### src/rtl/cpu_pkg.sv
// Shared CPU definitions: opcode map, instruction field positions, fetch FSM states.
// Latency: n/a (types and constants only).
// Backpressure: n/a.
package cpu_pkg;

  localparam int INSTR_W = 16;
  localparam int PC_W    = 16;
  localparam int OPP_W   = 5;
  localparam int REG_W   = 3;
  localparam int RES_W   = 2;

  // Instruction word layout: opp[15:11] R1[10:8] R2[7:5] QR[4:2] RES[1:0]
  localparam int OPP_MSB = 15;
  localparam int OPP_LSB = 11;
  localparam int R1_MSB  = 10;
  localparam int R1_LSB  = 8;
  localparam int R2_MSB  = 7;
  localparam int R2_LSB  = 5;
  localparam int QR_MSB  = 4;
  localparam int QR_LSB  = 2;
  localparam int RES_MSB = 1;
  localparam int RES_LSB = 0;

  typedef enum logic [4:0] {
    OP_NOP  = 5'd0,
    OP_ADD  = 5'd1,
    OP_SUB  = 5'd2,
    OP_AND  = 5'd3,
    OP_OR   = 5'd4,
    OP_XOR  = 5'd5,
    OP_NOT  = 5'd6,
    OP_SHL  = 5'd7,
    OP_SHR  = 5'd8,
    OP_LD   = 5'd9,
    OP_ST   = 5'd10,
    OP_JMP  = 5'd11,
    OP_JZ   = 5'd12,
    OP_JNZ  = 5'd13,
    OP_CMP  = 5'd14,
    OP_MOV  = 5'd15,
    OP_HLT  = 5'd16,
    OP_RST  = 5'd17,
    OP_SETH = 5'd18,
    OP_SETL = 5'd19
  } opcode_t;

  typedef enum logic [1:0] {
    ST_FETCH = 2'd0,
    ST_ISSUE = 2'd1,
    ST_HALT  = 2'd2
  } fetch_state_t;

endpackage

### src/rtl/instr_split.sv
// Splits a 16-bit instruction word into opcode and register/result fields.
// Latency: 0 cycles (pure combinational).
// Backpressure: none; outputs follow i_word.
// Ports: i_word (instruction in); o_opp, o_r1, o_r2, o_qr, o_res (fields out).
module instr_split
  import cpu_pkg::*;
(
  input  logic [INSTR_W-1:0] i_word,
  output logic [OPP_W-1:0]   o_opp,
  output logic [REG_W-1:0]   o_r1,
  output logic [REG_W-1:0]   o_r2,
  output logic [REG_W-1:0]   o_qr,
  output logic [RES_W-1:0]   o_res
);

  assign o_opp = i_word[OPP_MSB:OPP_LSB];
  assign o_r1  = i_word[R1_MSB:R1_LSB];
  assign o_r2  = i_word[R2_MSB:R2_LSB];
  assign o_qr  = i_word[QR_MSB:QR_LSB];
  assign o_res = i_word[RES_MSB:RES_LSB];

endmodule

### src/rtl/fetch_unit.sv
// Instruction fetch: requests words from imem, holds one decoded instruction for control.
// Latency: dec_valid the cycle after imem_valid; >= 3 cycles/instruction with 1-cycle memory.
// Backpressure: dec_ready=0 holds the fields and blocks the next fetch; jmp_taken squashes/redirects.
// Ports: clk/rst_n; imem_req/imem_addr/imem_valid/imem_data (memory side);
//        opp/R1/R2/QR/RES/dec_valid/dec_ready (control side); jmp_taken/jmp_target; halted.
module fetch_unit
  import cpu_pkg::*;
#(
  parameter logic [15:0] RESET_PC = 16'h0000,
  parameter logic [4:0]  HLT_OP   = 5'd16,
  parameter logic [4:0]  RST_OP   = 5'd17
) (
  input  logic        clk,
  input  logic        rst_n,
  output logic        imem_req,
  output logic [15:0] imem_addr,
  input  logic        imem_valid,
  input  logic [15:0] imem_data,
  output logic [4:0]  opp,
  output logic [2:0]  R1,
  output logic [2:0]  R2,
  output logic [2:0]  QR,
  output logic [1:0]  RES,
  output logic        dec_valid,
  input  logic        dec_ready,
  input  logic        jmp_taken,
  input  logic [15:0] jmp_target,
  output logic        halted
);

  fetch_state_t r_state;
  fetch_state_t w_state_nxt;
  logic [15:0]  r_pc;
  logic [15:0]  w_pc_nxt;
  logic [15:0]  r_ir;
  logic         r_discard;
  logic         w_discard_nxt;
  logic         r_req_out;
  logic         w_rsp;
  logic         w_hs;
  logic         w_load_ir;

  // A response only counts once our request has been seen by memory for at
  // least one edge; a valid arriving before that belongs to an abandoned request.
  assign w_rsp     = imem_valid & r_req_out;
  assign dec_valid = (r_state == ST_ISSUE) & ~jmp_taken;
  assign w_hs      = dec_valid & dec_ready;
  assign imem_req  = (r_state == ST_FETCH);
  assign imem_addr = r_pc;
  assign halted    = (r_state == ST_HALT);

  instr_split u_split (
    .i_word (r_ir),
    .o_opp  (opp),
    .o_r1   (R1),
    .o_r2   (R2),
    .o_qr   (QR),
    .o_res  (RES)
  );

  always_comb begin
    w_state_nxt   = r_state;
    w_pc_nxt      = r_pc;
    w_discard_nxt = r_discard;
    w_load_ir     = 1'b0;
    unique case (r_state)
      ST_FETCH: begin
        if (w_rsp) begin
          // The response always retires the outstanding request.
          w_discard_nxt = 1'b0;
          if (jmp_taken) begin
            w_pc_nxt = jmp_target;
          end else if (!r_discard) begin
            w_load_ir   = 1'b1;
            w_pc_nxt    = r_pc + 16'd1;
            w_state_nxt = ST_ISSUE;
          end
        end else if (jmp_taken) begin
          // Request is in flight for the old PC; its data must be thrown away.
          w_pc_nxt      = jmp_target;
          w_discard_nxt = 1'b1;
        end
      end
      ST_ISSUE: begin
        if (jmp_taken) begin
          w_pc_nxt    = jmp_target;
          w_state_nxt = ST_FETCH;
        end else if (w_hs) begin
          if (opp == HLT_OP) begin
            w_state_nxt = ST_HALT;
          end else begin
            w_state_nxt = ST_FETCH;
            if (opp == RST_OP) begin
              w_pc_nxt = RESET_PC;
            end
          end
        end
      end
      ST_HALT: begin
        w_state_nxt = ST_HALT;
      end
      default: begin
        w_state_nxt = ST_FETCH;
      end
    endcase
  end

  always_ff @(posedge clk or negedge rst_n) begin
    if (!rst_n) begin
      r_state   <= ST_FETCH;
      r_pc      <= RESET_PC;
      r_discard <= 1'b0;
      r_req_out <= 1'b0;
      r_ir      <= 16'h0000;
    end else begin
      r_state   <= w_state_nxt;
      r_pc      <= w_pc_nxt;
      r_discard <= w_discard_nxt;
      // imem_req is a level, so memory has seen it at this edge unless a
      // response just retired it (a new request then starts next cycle).
      r_req_out <= (r_state == ST_FETCH) & ~w_rsp;
      if (w_load_ir) begin
        r_ir <= imem_data;
      end
    end
  end

endmodule

### config.mk
export PLATFORM = sky130hd
export DESIGN_NAME = fetch_unit
export DESIGN_NICKNAME = d
export VERILOG_FILES = /design/src/rtl/cpu_pkg.sv /design/src/rtl/instr_split.sv /design/src/rtl/fetch_unit.sv
export SDC_FILE = /design/constraint.sdc
export NUM_CORES = 1
export LEC_CHECK = 0
export ABC_CLOCK_PERIOD_IN_PS = 2500
export BUFFER_PORTS_ARGS = -buffer_cell sky130_fd_sc_hd__clkbuf_2
export CAP_MARGIN = 15
export CORE_ASPECT_RATIO = 1.2
export CORE_MARGIN = 4
export CORE_UTILIZATION = 45
export CTS_BUF_LIST = sky130_fd_sc_hd__clkbuf_4 sky130_fd_sc_hd__clkbuf_8
export DETAILED_ROUTE_END_ITERATION = 8
export MAX_ROUTING_LAYER = met4
export PLACE_DENSITY = 0.81
export SETUP_SLACK_MARGIN = 0.1
export SLEW_MARGIN = 25
export SYNTH_ARGS = -nofsm -noshare
export SYNTH_HDL_FRONTEND = slang
export SYNTH_SLANG_ARGS = --single-unit
### constraint.sdc
create_clock -name clk -period 2.5 [get_ports clk]
set_input_delay 0.125 -clock clk [delete_from_list [all_inputs] [get_ports clk]]
set_output_delay 0.125 -clock clk [all_outputs]
set_load 0.02 [all_outputs]
Word-level counts from Yosys, hierarchy flattened:

Cells that the tools add are included.

* bits in registers: 36
* input bits: 37
* output and inout bits: 35
* logic and storage cells: 52

* add/sub/neg operators: 1
* eq/ne operators: 12
* mux-type cells: 22
* bitwise gates (word level): 6
* reduce and logical (&&, ||, !) cells: 6

Operator list (count)
* 2-to-1 mux 16 bit: 8
* case mux 16 bit (2 select lines): 1
* adder 16 x 1 -> 16 bit (second input constant): 1
* 2-to-1 mux 2 bit: 6
* == test 5 bit (second input constant): 2
* != test 3 bit (second input constant): 3
* 2-to-1 mux 1 bit: 6
* case mux 2 bit (3 select lines): 1
* AND reduction 6 bit: 1
* bitwise AND 1 bit: 4
* != test 2 bit (second input constant): 2
* AND reduction 4 bit: 1
* nonzero test 2 bit: 2
* != test 3 x 1 -> 1 bit (second input constant): 1
* != test 3 x 2 -> 1 bit (second input constant): 1
* == test 2 x 1 -> 1 bit (second input constant): 1
* == test 2 bit (second input constant): 1
* logical NOT 2 bit: 1
* != test 2 x 1 -> 1 bit (second input constant): 1
* inverter 1 bit: 2
* AND reduction 2 bit: 1

Longest topological paths before layout:

Gate-level depths: netlist (run 1).

* word-level depth: 6
* gate-level depth with buffers: 8
* mapped depth without buffers: 5

Hierarchy:

A second synthesis (run 1) with hierarchy kept.

* cell total of the unflattened synthesis: 202
* area total of the unflattened synthesis: 2009.4 um^2

By module, submodules not included
* fetch_unit: times used 1, cells an instance 186, area each 1889.3 um^2, seq. area each 900.9 um^2
* instr_split: times used 1, cells an instance 16, area each 120.1 um^2, seq. area each 0.0 um^2

Worst setup path after synthesis (run 1):

Ideal clock, no wire load.

* kind: flip-flop to flip-flop
* start point: reg r_pc[0], in the netlist imem_addr[0]
* end point: reg r_pc[14], in the netlist imem_addr[14]
* library setup time: 64 ps
* arrival: 1778 ps
* data required time: 2436 ps
* slack: 658 ps
* stages on the path, launching flop included: 6
* buffers on the path: 0
* period minus slack after synthesis: 1842 ps
* path through: dfrtp_1 -> ha_1 -> nand3_1 -> or4_1 -> o31ai_1 -> a21o_1

* word-level cells in the longest chain between the ends: 5

Ends and longest elaborated chain
* from (decl): line fetch_unit.sv:33 `logic [15:0] r_pc;`
* from (signal assigned): line fetch_unit.sv:117 `r_pc <= w_pc_nxt;`
* adder 16 x 1 -> 16 bit: line fetch_unit.sv:75 `w_pc_nxt = r_pc + 16'd1;`
* 2-to-1 mux 16 bit: line fetch_unit.sv:73 `end else if (!r_discard) begin`
* 2-to-1 mux 16 bit: line fetch_unit.sv:71 `if (jmp_taken) begin`
* 2-to-1 mux 16 bit: line fetch_unit.sv:68 `if (w_rsp) begin`
* case mux 16 bit (2 select lines): line fetch_unit.sv:66 `unique case (r_state)`

Every way passes these cells. The select of a mux whose other input is x is not followed.
A chain may end at the register's enable or synchronous reset.

Worst setup path after layout (run 1):

Ends and elaborated chain as after synthesis.

==> results of run 1 <==
==> where the power goes <==
group          total [mW]  internal [mW]  leakage (nW)  switching [mW]
combinational        1.20          0.480         0.652           0.719
sequential           1.10          0.832         0.431           0.265
clock               0.419          0.194        0.0479           0.225
==> routing by layer <==
| metal | GRT usage (%) | vias to the layer above |
|---|---|---|
| li1 | - | 878 |
| met1 | 24.4 | 863 |
| met2 | 28.5 | 95 |
| met3 | 5.67 | 8 |
| met4 | 8.77 | 0 |
| met5 | - | - |
==> critical path: cells and delay by family (launching register included) <==
kind | cells | cell delay (ps)
DFF | 1 | 440
AOI/OAI and AO/OA | 2 | 360
and+or+nand+nor | 2 | 900
adders and majority gates | 1 | 220
==> registers in the layout, summed over array words and instances, names as in the netlist <==
signal	count
r_discard	1
r_req_out	1
r_state	2
imem_addr	16
r_ir	16
==> per-stage QoR <==
step	setup slack [ps]	cells
after detailed placement	560	309
after global routing	422	318
after global placement	572	309
after floorplan	658	191
after CTS	527	318
final	521	318
==> cells in the final DEF (no fill, tap or decap), types with 5 or more instances in the layout <==
cell,count
o211ai_1,9
mux2_2,16
o2bb2ai_1,7
a21oi_1,12
nand2_1,8
dfrtp_1,36
nand3_1,13
nor4_1,7
nor3_1,7
nor2_1,9
clkbuf_2,71
clkbuf_8,5
inv_1,5
==> final cells by class <==
cell class,instances,area [um2],share of cell area (%)
Multi-Input combinational cell,137,976,39.7
Inverter,6,35.0,1.43
Clock inverter,3,18.8,0.764
Tap cell,56,70.1,2.85
Timing Repair Buffer,75,388,15.8
Sequential cell,36,901,36.7
Clock buffer,5,68.8,2.80
==> cell families (layout without fill, tap and decap cells) <==
logic type / count (synthesis) / in the layout
muxes: 16 / 16
and+or+nand+nor: 63 / 63
DFF: 36 / 36
buffers and inverters: 18 / 89
AOI/OAI and AO/OA: 57 / 57
adders and majority gates: 1 / 1
==> how the worst min path moves through the flow <==
stage,start,endpoint,slack [ps],cells after the start
6_report,imem_data[5],r_ir[5],50,2
4_1_cts,imem_data[15],r_ir[15],40,2
2_1_floorplan,rst_n,imem_addr[0],-170,0
5_1_grt,imem_data[4],r_ir[4],50,2
3_3_place_gp,rst_n,r_ir[7],290,1
3_5_place_dp,rst_n,r_ir[7],300,1
==> results by group, run 1 <==
Clocking
  – Max clock buf depth: 2
  – TritonCTS Sinks: 36
  – CTS resizes: 0
  – Total CTS buffers: 5
  – Root Driver: clkbuf_8
  – Post-cts hold buffer count: 1
  – # H-tree levels: 2
  – Post-CTS setup buffer count: 0
  – Clock latency on the worst-skew pair: 300 ps
  – Clock transition at path regs: 80 ps
  – CTS tree: built

Layout
  – Filler cells: just under 400
  – Fin nets: 299
  – Final design utilization: 57.7%
  – Area grow syn2layout: 23.5%
  – Ratio of cells with drive above 1 in the final layout: slightly below 40%
  – Final instance area: roughly 2500 um2
  – N_diodes: 0

Job
  – Max-Cap Viols: 0

Synth
  – Most frequent cell after synthesis: dfrtp_1
  – #FFs+latches synth: 36
  – Asr flop ratio synth: 100%
  – Main synth FF type: dfrtp_1
  – Dominant cells by area after synthesis: dfrtp_1 (45%), mux2_2 (9.1%), o211ai_1 (3.4%), nand3_1 (3.3%), o2bb2ai_1 (3.1%)
  – Xor-xnor portion of the synthesized cell area: 0%
  – Synth Area in Simple Gates: between 15 and 20%
  – Synth Net Count: 229
  – Mux cell area share after synthesis: 9.06%
  – Post-synth top area share: between 40 and 50%
  – Post-synthesis adder-cell area fraction: less than 1%
  – Post-synth EDFFs: 0
  – Most frequent cells after synthesis: dfrtp_1 (36), mux2_2 (16), nand3_1 (13), a21oi_1 (12)
  – Complex-gate fraction of the synthesized area: 21.7%
  – Post-Syn Instances: 191
  – Largest family of logic cells by synthesized area: compound AO/OA/AOI/OAI gates
  – Syn Area/Cell: about 10 um2
  – Post-synthesis instance area: 1990 um2
  – Synth cell types: 46
  – Sequential share of the synthesized area: 45.3%
  – Warnings from Yosys: 0
  – Area leader, netlist: dfrtp_1

Placement
  – Routability cong.: 0.930
  – Dpl cell area: 2360 um2
  – Post-DP HPWL: 3630 um
  – # port buffers: 71

Worst setup path
  – Startpoint Class: flop
  – CP startpoint: imem_addr[0]
  – Crit. End Element: flop
  – Setup CP Type: flop to flop
  – CP endpoint: imem_addr[14]
  – Worst r2r dst: imem_addr[14]
  – Arrival time worst endpoint: 2220 ps
  – R2r setup slk: between 500 and 600 ps
  – Crit path largest cell delay: between 600 and 700 ps
  – FF-to-FF path depth: 5
  – Required time of the critical path: 2740 ps
  – Critical Path Fanout Max: 9
  – CP Cell Sequence: ha_1, nand3_1, or4_1, o31ai_1, a21o_1
  – Worst R2R Start: imem_addr[0]
  – Critical-path top delay cell: or4_1

Detailed routing
  – Met3 WL: 466 um
  – Total routed wirelength: 5060 um
  – Met1 Wirelength: 2100 um
  – Post-DR wirelength/cell: ~16 um
  – Vias per cell: 5.80
  – Residual DRC: 0
  – Max Used Layer: met4
  – Via count: 1844
  – DRT iter0 DRCs: 183
  – Detail Route Antenna Nets: 0
  – Met2 WL: 2390 um
  – Iteration count of the initial detailed-routing pass: 4

GRT
  – First-pass GRT wire length: 7900 um
  – Total congestion overflow: 0
  – Vias in the first global route: between 1500 and 2000
  – Tot GR Track Use: roughly a fifth
  – Initial antenna violation count: 0
  – Largest net degree at the start of global routing: 37

STA
  – Clock Skews: between 10 and 15 ps
  – Slew Viols, Final: 0
  – Worst-margin pin slew: about 900 ps
  – Setup TNS: 0 ps
  – Hold Slack: 53.8 ps
  – Final worst-path cycle share: 79.2%
  – Min Clock Period, post-route: 1980 ps
  – Normalized max-slew margin: around two fifths
  – Max Freq: 505 MHz
  – Final setup fails: 0
  – Final hold vios: 0
  – RSZ-0062 raised after global routing: no

Pwr
  – LEAKAGE: 1.13 nW
  – Final total power: 2.71 mW
  – P per Cell Area: between 1000 and 1500 nW/um2
  – VDD IR-drop max: 566 uV

Floorplan
  – Die Y: 80.8 um
  – Initial Util: 46.7%
  – Top-level I/O count: 72
  – Total Die Area: 5550 um2
  – Core box area: 4260 um2
  – Die width: 68.7 um
  – Num rows: 26

Run status
  – Outcome: complete, no violations

Hold path
  – Hold crit path type: input port to flop
Note: power is estimated with default switching activity, not from simulation.
==> run 2, diff against run 1 <==
- ABC_CLOCK_PERIOD_IN_PS: 2500 -> 1900
- clock period: 2.5 -> 1.9 ns (I/O delays scaled with it)
==> results by group, run 2 (same netlist as run 1, synthesis figures left out) <==
Job
  – Max-Cap Viols: 0 (unchanged)

Placement
  – Placed cell count: 323 (was 309)
  – # port buffers: 71 (unchanged)
  – Post-DP HPWL: 4120 um (was 3630 um)
  – Routability cong.: 0.954 (was 0.930)
  – Setup WS pre-CTS: 94.1 ps (was 560 ps)

Detailed routing
  – Detail Route Antenna Nets: 0 (unchanged)
  – DRT iter0 DRCs: 131 (was 183)
  – Via count: 1938 (was 1844)
  – Post-DR wirelength/cell: 16.3 um (was 15.9 um)
  – Met3 WL: 320 um (was 466 um)
  – Met2 WL: 2730 um (was 2390 um)
  – Residual DRC: 0 (unchanged)
  – Met1 Wirelength: 2270 um (was 2100 um)
  – Iteration count of the initial detailed-routing pass: 4 (unchanged)
  – Vias per cell: 5.80 (about the same)
  – Max Used Layer: met4 (unchanged)
  – Total routed wirelength: 5450 um (was 5060 um)

STA
  – Max Freq: 578 MHz (was 505 MHz)
  – RSZ-0062 raised after global routing: yes (was no)
  – Slew Viols, Final: 0 (unchanged)
  – Worst-margin pin slew: 767 ps (was 911 ps)
  – Normalized max-slew margin: 48.9% (was 39.3%)
  – Setup WS post-layout: 170 ps (was 521 ps)
  – Min Clock Period, post-route: 1730 ps (was 1980 ps)
  – Setup TNS: 0 ps (unchanged)
  – Final hold vios: 0 (unchanged)
  – Clock Skews: 7.69 ps (was 11.5 ps)
  – Final worst-path cycle share: 91.0% (was 79.2%)
  – Final setup fails: 0 (unchanged)

Layout
  – Commonest cells after routing, fill and taps aside: clkbuf_2 (71), dfrtp_1 (34), buf_4 (19) (was clkbuf_2 (71), dfrtp_1 (36), mux2_2 (16))
  – Fin cells: 334 (was 318)
  – N_diodes: 0 (unchanged)
  – Fin nets: 315 (was 299)
  – Filler cells: 378 (was 389)
  – Area grow syn2layout: 32.7% (was 23.5%)
  – Most common cell after layout, fill and taps aside: clkbuf_2 (unchanged)
  – Ratio of cells with drive above 1 in the final layout: 45.7% (was 39.7%)

Worst setup path
  – Buf/Inv on CP: 0 (unchanged)
  – Critical Path Fanout Max: 6 (was 9)
  – Crit path largest cell delay: 540 ps (was 610 ps)
  – CP Cell Sequence: ha_2, nand3_2, or4_1, o31ai_1, a21o_1 (was ha_1, nand3_1, or4_1, o31ai_1, a21o_1)
  – Required time of the critical path: 2130 ps (was 2740 ps)
  – Crit. End Element: flop (unchanged)
  – Critical-path top delay cell: or4_1 (unchanged)
  – Critical path's top delay family: simple AND/OR/NAND/NOR gates (unchanged)
  – Critical Path Stages: 5 (unchanged)
  – Startpoint Class: flop (unchanged)
  – Setup CP Type: flop to flop (unchanged)
  – FF-to-FF path depth: 5 (unchanged)
  – R2r setup slk: 170 ps (was 520 ps)
  – Arrival time worst endpoint: 1960 ps (was 2220 ps)

Clocking
  – Root Driver: clkbuf_8 (unchanged)
  – Max clock buf depth: 2 (unchanged)
  – Clock latency on the worst-skew pair: 290 ps (was 300 ps)
  – Total CTS buffers: 5 (unchanged)
  – TritonCTS Sinks: 36 (unchanged)
  – Clock transition at path regs: 80 ps (about the same)
  – # H-tree levels: 2 (unchanged)
  – CTS tree: built (unchanged)

Pwr
  – VDD IR-drop max: 890 uV (was 566 uV)
  – P per Cell Area: 1480 nW/um2 (was 1100 nW/um2)
  – LEAKAGE: 1.22 nW (was 1.13 nW)

Hold path
  – WHS Path Cells: 2 (unchanged)
  – Hold crit path type: input port to flop (unchanged)

GRT
  – Largest net degree at the start of global routing: 29 (was 37)
  – Vias in the first global route: 1836 (was 1724)
  – First-pass GRT wire length: 8760 um (was 7900 um)
  – Initial antenna violation count: 0 (unchanged)
  – Total congestion overflow: 0 (unchanged)
  – Tot GR Track Use: 21.4% (was 19.4%)

Floorplan
  – Initial Util: 46.7% (unchanged)
  – Num rows: 26 (unchanged)
  – Total Die Area: 5550 um2 (unchanged)
  – Core box area: 4260 um2 (unchanged)
  – Die Y: 80.8 um (unchanged)
  – Die width: 68.7 um (unchanged)
  – Top-level I/O count: 72 (unchanged)

Run status
  – Outcome: complete, no violations (unchanged)
-- run 2: cell count changes in the layout (fill, tap and decap cells not counted), moves of 2 or more --
cell / change
dfrtp_1: -2
buf_4: +16
clkinv_2: -2
nand3_1: -2
dfrtp_2: +2
clkbuf_8: +2
nand3_2: +2
-- run 2: path summary, 6_finish.rpt --
check | start | endpoint
max | imem_addr[0] | imem_addr[14]
min | imem_data[7] | r_ir[7]
max reg2reg | imem_addr[0] | imem_addr[14]
min reg2reg | r_ir[10] | r_ir[10]
max in group asynchronous | rst_n | r_req_out
min in group asynchronous | rst_n | imem_addr[10]
-- run 2: worst register-to-register path: stages, from the launching register on --
cell     delay [ps]
dfrtp_2         420
ha_2            220
nand3_2         140
or4_1           540
o31ai_1         250
a21o_1          110
-- run 2: timing repair --
| action | in CTS | in global routing |
|---|---|---|
| endpoints found under the hold margin | 27 | 0 |
| setup buffers | 0 | 2 |
| endpoints found under the setup margin | 1 | 4 |
| gates resized for setup | 1 | 5 |
| hold buffers | 1 | 0 |
| pin swaps | 0 | 1 |
-- run 2: cell type report --
type	count	area (um2)	share of cell area, %
tap	56	70.1	2.65
timing repair buffer	91	508	19.2
clock buffer	7	96.3	3.65
multi-input combinational	137	997	37.8
inverter	6	35.0	1.33
sequential	36	903	34.2
clock inverter	1	30.0	1.14
-- run 2: power breakdown --
group | total, mW | switching (mW) | internal [mW] | leakage [nW]
Clock | 0.741 | 0.278 | 0.463 | 0.0645
Combinational | 1.76 | 1.03 | 0.728 | 0.727
Sequential | 1.42 | 0.317 | 1.10 | 0.429
-- run 2: metrics by stage --
step,instance area (um2),util (%),hold slack (ps),power (mW)
floorplan,1990,-,-201,2.49
global placement,2470,57.9,175,3.09
detailed placement,2470,57.9,189,3.14
CTS,2610,61.2,30.2,3.90
global route,2640,61.9,28.3,4.18
finish,2640,61.9,34.3,3.92
-- run 2: metal layers --
layer / global-route usage (%) / up-vias
li1: - / 920
met1: 28.0 / 938
met2: 33.6 / 68
met3: 4.29 / 12
met4: 6.04 / 0
met5: - / -
==> run 3, diff against run 2 <==
- CORE_UTILIZATION: 45 -> 35
- PLACE_DENSITY: 0.81 -> 0.67
==> results by group, run 3 (same netlist as run 1, synthesis figures left out) <==
Clocking
  – Clock latency on the worst-skew pair: 290 ps (about the same)
  – # H-tree levels: 2 (unchanged)
  – TritonCTS Sinks: 36 (unchanged)
  – Post-CTS setup buffer count: 0 (unchanged)
  – Root Driver: clkbuf_8 (unchanged)
  – Clock transition at path regs: 80 ps (about the same)
  – Total CTS buffers: 5 (unchanged)
  – Max clock buf depth: 2 (unchanged)
  – CTS tree: built (unchanged)

Hold path
  – WHS Path Cells: 2 (unchanged)
  – Hold crit path type: input port to flop (unchanged)

STA
  – Normalized max-slew margin: 72.7% (was 48.9%)
  – Setup TNS: 0 ps (unchanged)
  – Final worst-path cycle share: 90.0% (was 91.0%)
  – Final hold vios: 0 (unchanged)
  – Hold Slack: 26.3 ps (was 34.3 ps)
  – Min Clock Period, post-route: 1710 ps (was 1730 ps)
  – Max Freq: 585 MHz (was 578 MHz)
  – Worst-margin pin slew: 410 ps (was 767 ps)
  – Setup WS post-layout: 189 ps (was 170 ps)
  – Final setup fails: 0 (unchanged)
  – Slew Viols, Final: 0 (unchanged)
  – Clock Skews: 6.13 ps (was 7.69 ps)
  – RSZ-0062 raised after global routing: no (was yes)

GRT
  – Tot GR Track Use: 16.7% (was 21.4%)
  – Initial antenna violation count: 0 (unchanged)
  – Vias in the first global route: 1939 (was 1836)
  – First-pass GRT wire length: 9290 um (was 8760 um)
  – Total congestion overflow: 0 (unchanged)
  – Largest net degree at the start of global routing: 23 (was 29)

Detailed routing
  – Vias per cell: 5.65 (was 5.80)
  – Residual DRC: 0 (unchanged)
  – DRT iter0 DRCs: 174 (was 131)
  – Iteration count of the initial detailed-routing pass: 4 (unchanged)
  – Post-DR wirelength/cell: 16.5 um (was 16.3 um)
  – Total routed wirelength: 5550 um (was 5450 um)
  – Via count: 1905 (was 1938)
  – Detail Route Antenna Nets: 0 (unchanged)

Layout
  – Area grow syn2layout: 33.6% (was 32.7%)
  – Final design utilization: 49.2% (was 61.9%)
  – Final instance area: 2660 um2 (was 2640 um2)
  – Fin nets: 312 (was 315)
  – Ratio of cells with drive above 1 in the final layout: 45.1% (was 45.7%)
  – N_diodes: 0 (unchanged)
  – Commonest cells after routing, fill and taps aside: clkbuf_2 (71), dfrtp_1 (34), mux2_2 (16), buf_4 (16) (was clkbuf_2 (71), dfrtp_1 (34), buf_4 (19))
  – Most common cell after layout, fill and taps aside: clkbuf_2 (unchanged)
  – Filler cells: 517 (was 378)
  – Fin cells: 337 (was 334)

Worst setup path
  – Setup CP Type: flop to flop (unchanged)
  – Critical Path Fanout Max: 5 (was 6)
  – Required time of the critical path: 2070 ps (was 2130 ps)
  – Crit. End Element: flop (unchanged)
  – Arrival time worst endpoint: 1880 ps (was 1960 ps)
  – FF-to-FF path depth: 4 (was 5)
  – Startpoint Class: flop (unchanged)

Floorplan
  – Initial Util: 36.8% (was 46.7%)
  – Top-level I/O count: 72 (unchanged)
  – Die width: 76.8 um (was 68.7 um)
  – Total Die Area: 6960 um2 (was 5550 um2)
  – Core box area: 5410 um2 (was 4260 um2)
  – Num rows: 29 (was 26)
  – Die Y: 90.6 um (was 80.8 um)

Pwr
  – LEAKAGE: 1.23 nW (was 1.22 nW)
  – P per Cell Area: 1540 nW/um2 (was 1480 nW/um2)
  – VDD IR-drop max: 771 uV (was 890 uV)
  – Final total power: 4.09 mW (was 3.92 mW)

Job
  – Max-Cap Viols: 0 (unchanged)

Placement
  – Dpl cell area: 2470 um2 (unchanged)
  – Routability cong.: 0.893 (was 0.954)
  – # port buffers: 71 (unchanged)
  – Setup WS pre-CTS: 160 ps (was 94.1 ps)
  – Placed cell count: 328 (was 323)
  – Post-DP HPWL: 4220 um (was 4120 um)

Run status
  – Outcome: complete, no violations (unchanged)
-- run 3: path summary, 6_finish.rpt --
path / startpoint / end / slack (ps)
min reg2reg: r_ir[7] / r_ir[7] / 510
max in group asynchronous: rst_n / imem_addr[1] / 1000
min in group asynchronous: rst_n / imem_addr[7] / 250
min: dec_ready / r_state[0] / 30
max reg2reg: imem_addr[9] / imem_addr[15] / 190
max: imem_addr[9] / imem_addr[15] / 190
-- run 3: worst max-delay path, cell delays in order (launching register included) --
cell,delay (ps)
dfrtp_1,460
nand4_1,150
or4_1,570
o31ai_1,280
a32oi_1,130
-- run 3: cell type report --
class                      count  area, um2  area share (%)
inverter                       6       35.0            1.32
timing repair buffer          88        485            18.3
multi-input combinational    137        998            37.6
clock buffer                   5       68.8            2.59
clock inverter                 3       90.1            3.39
tap                           62       77.6            2.92
sequential                    36        903            34.0
-- run 3: where the power goes --
group	internal, mW	leakage, nW	switching [mW]
Sequential	1.10	0.429	0.322
Clock	0.657	0.0784	0.301
Combinational	0.699	0.718	1.01
-- run 3: what timing repair did --
action / 4_1_cts / 5_1_grt
gates resized for setup: 0 / 5
setup endpoints to repair: 0 / 3
hold buffers: 1 / 0
endpoints found under the hold margin: 14 / 0
-- run 3: per-layer routing --
layer / GRT usage, % / part of all wire, % / vias to the layer above
met4: 4.68 / 1.2 / 0
li1: - / - / 912
met1: 20.9 / 43 / 893
met5: - / 0 / -
met2: 26.6 / 47 / 90
met3: 4.49 / 8.9 / 10
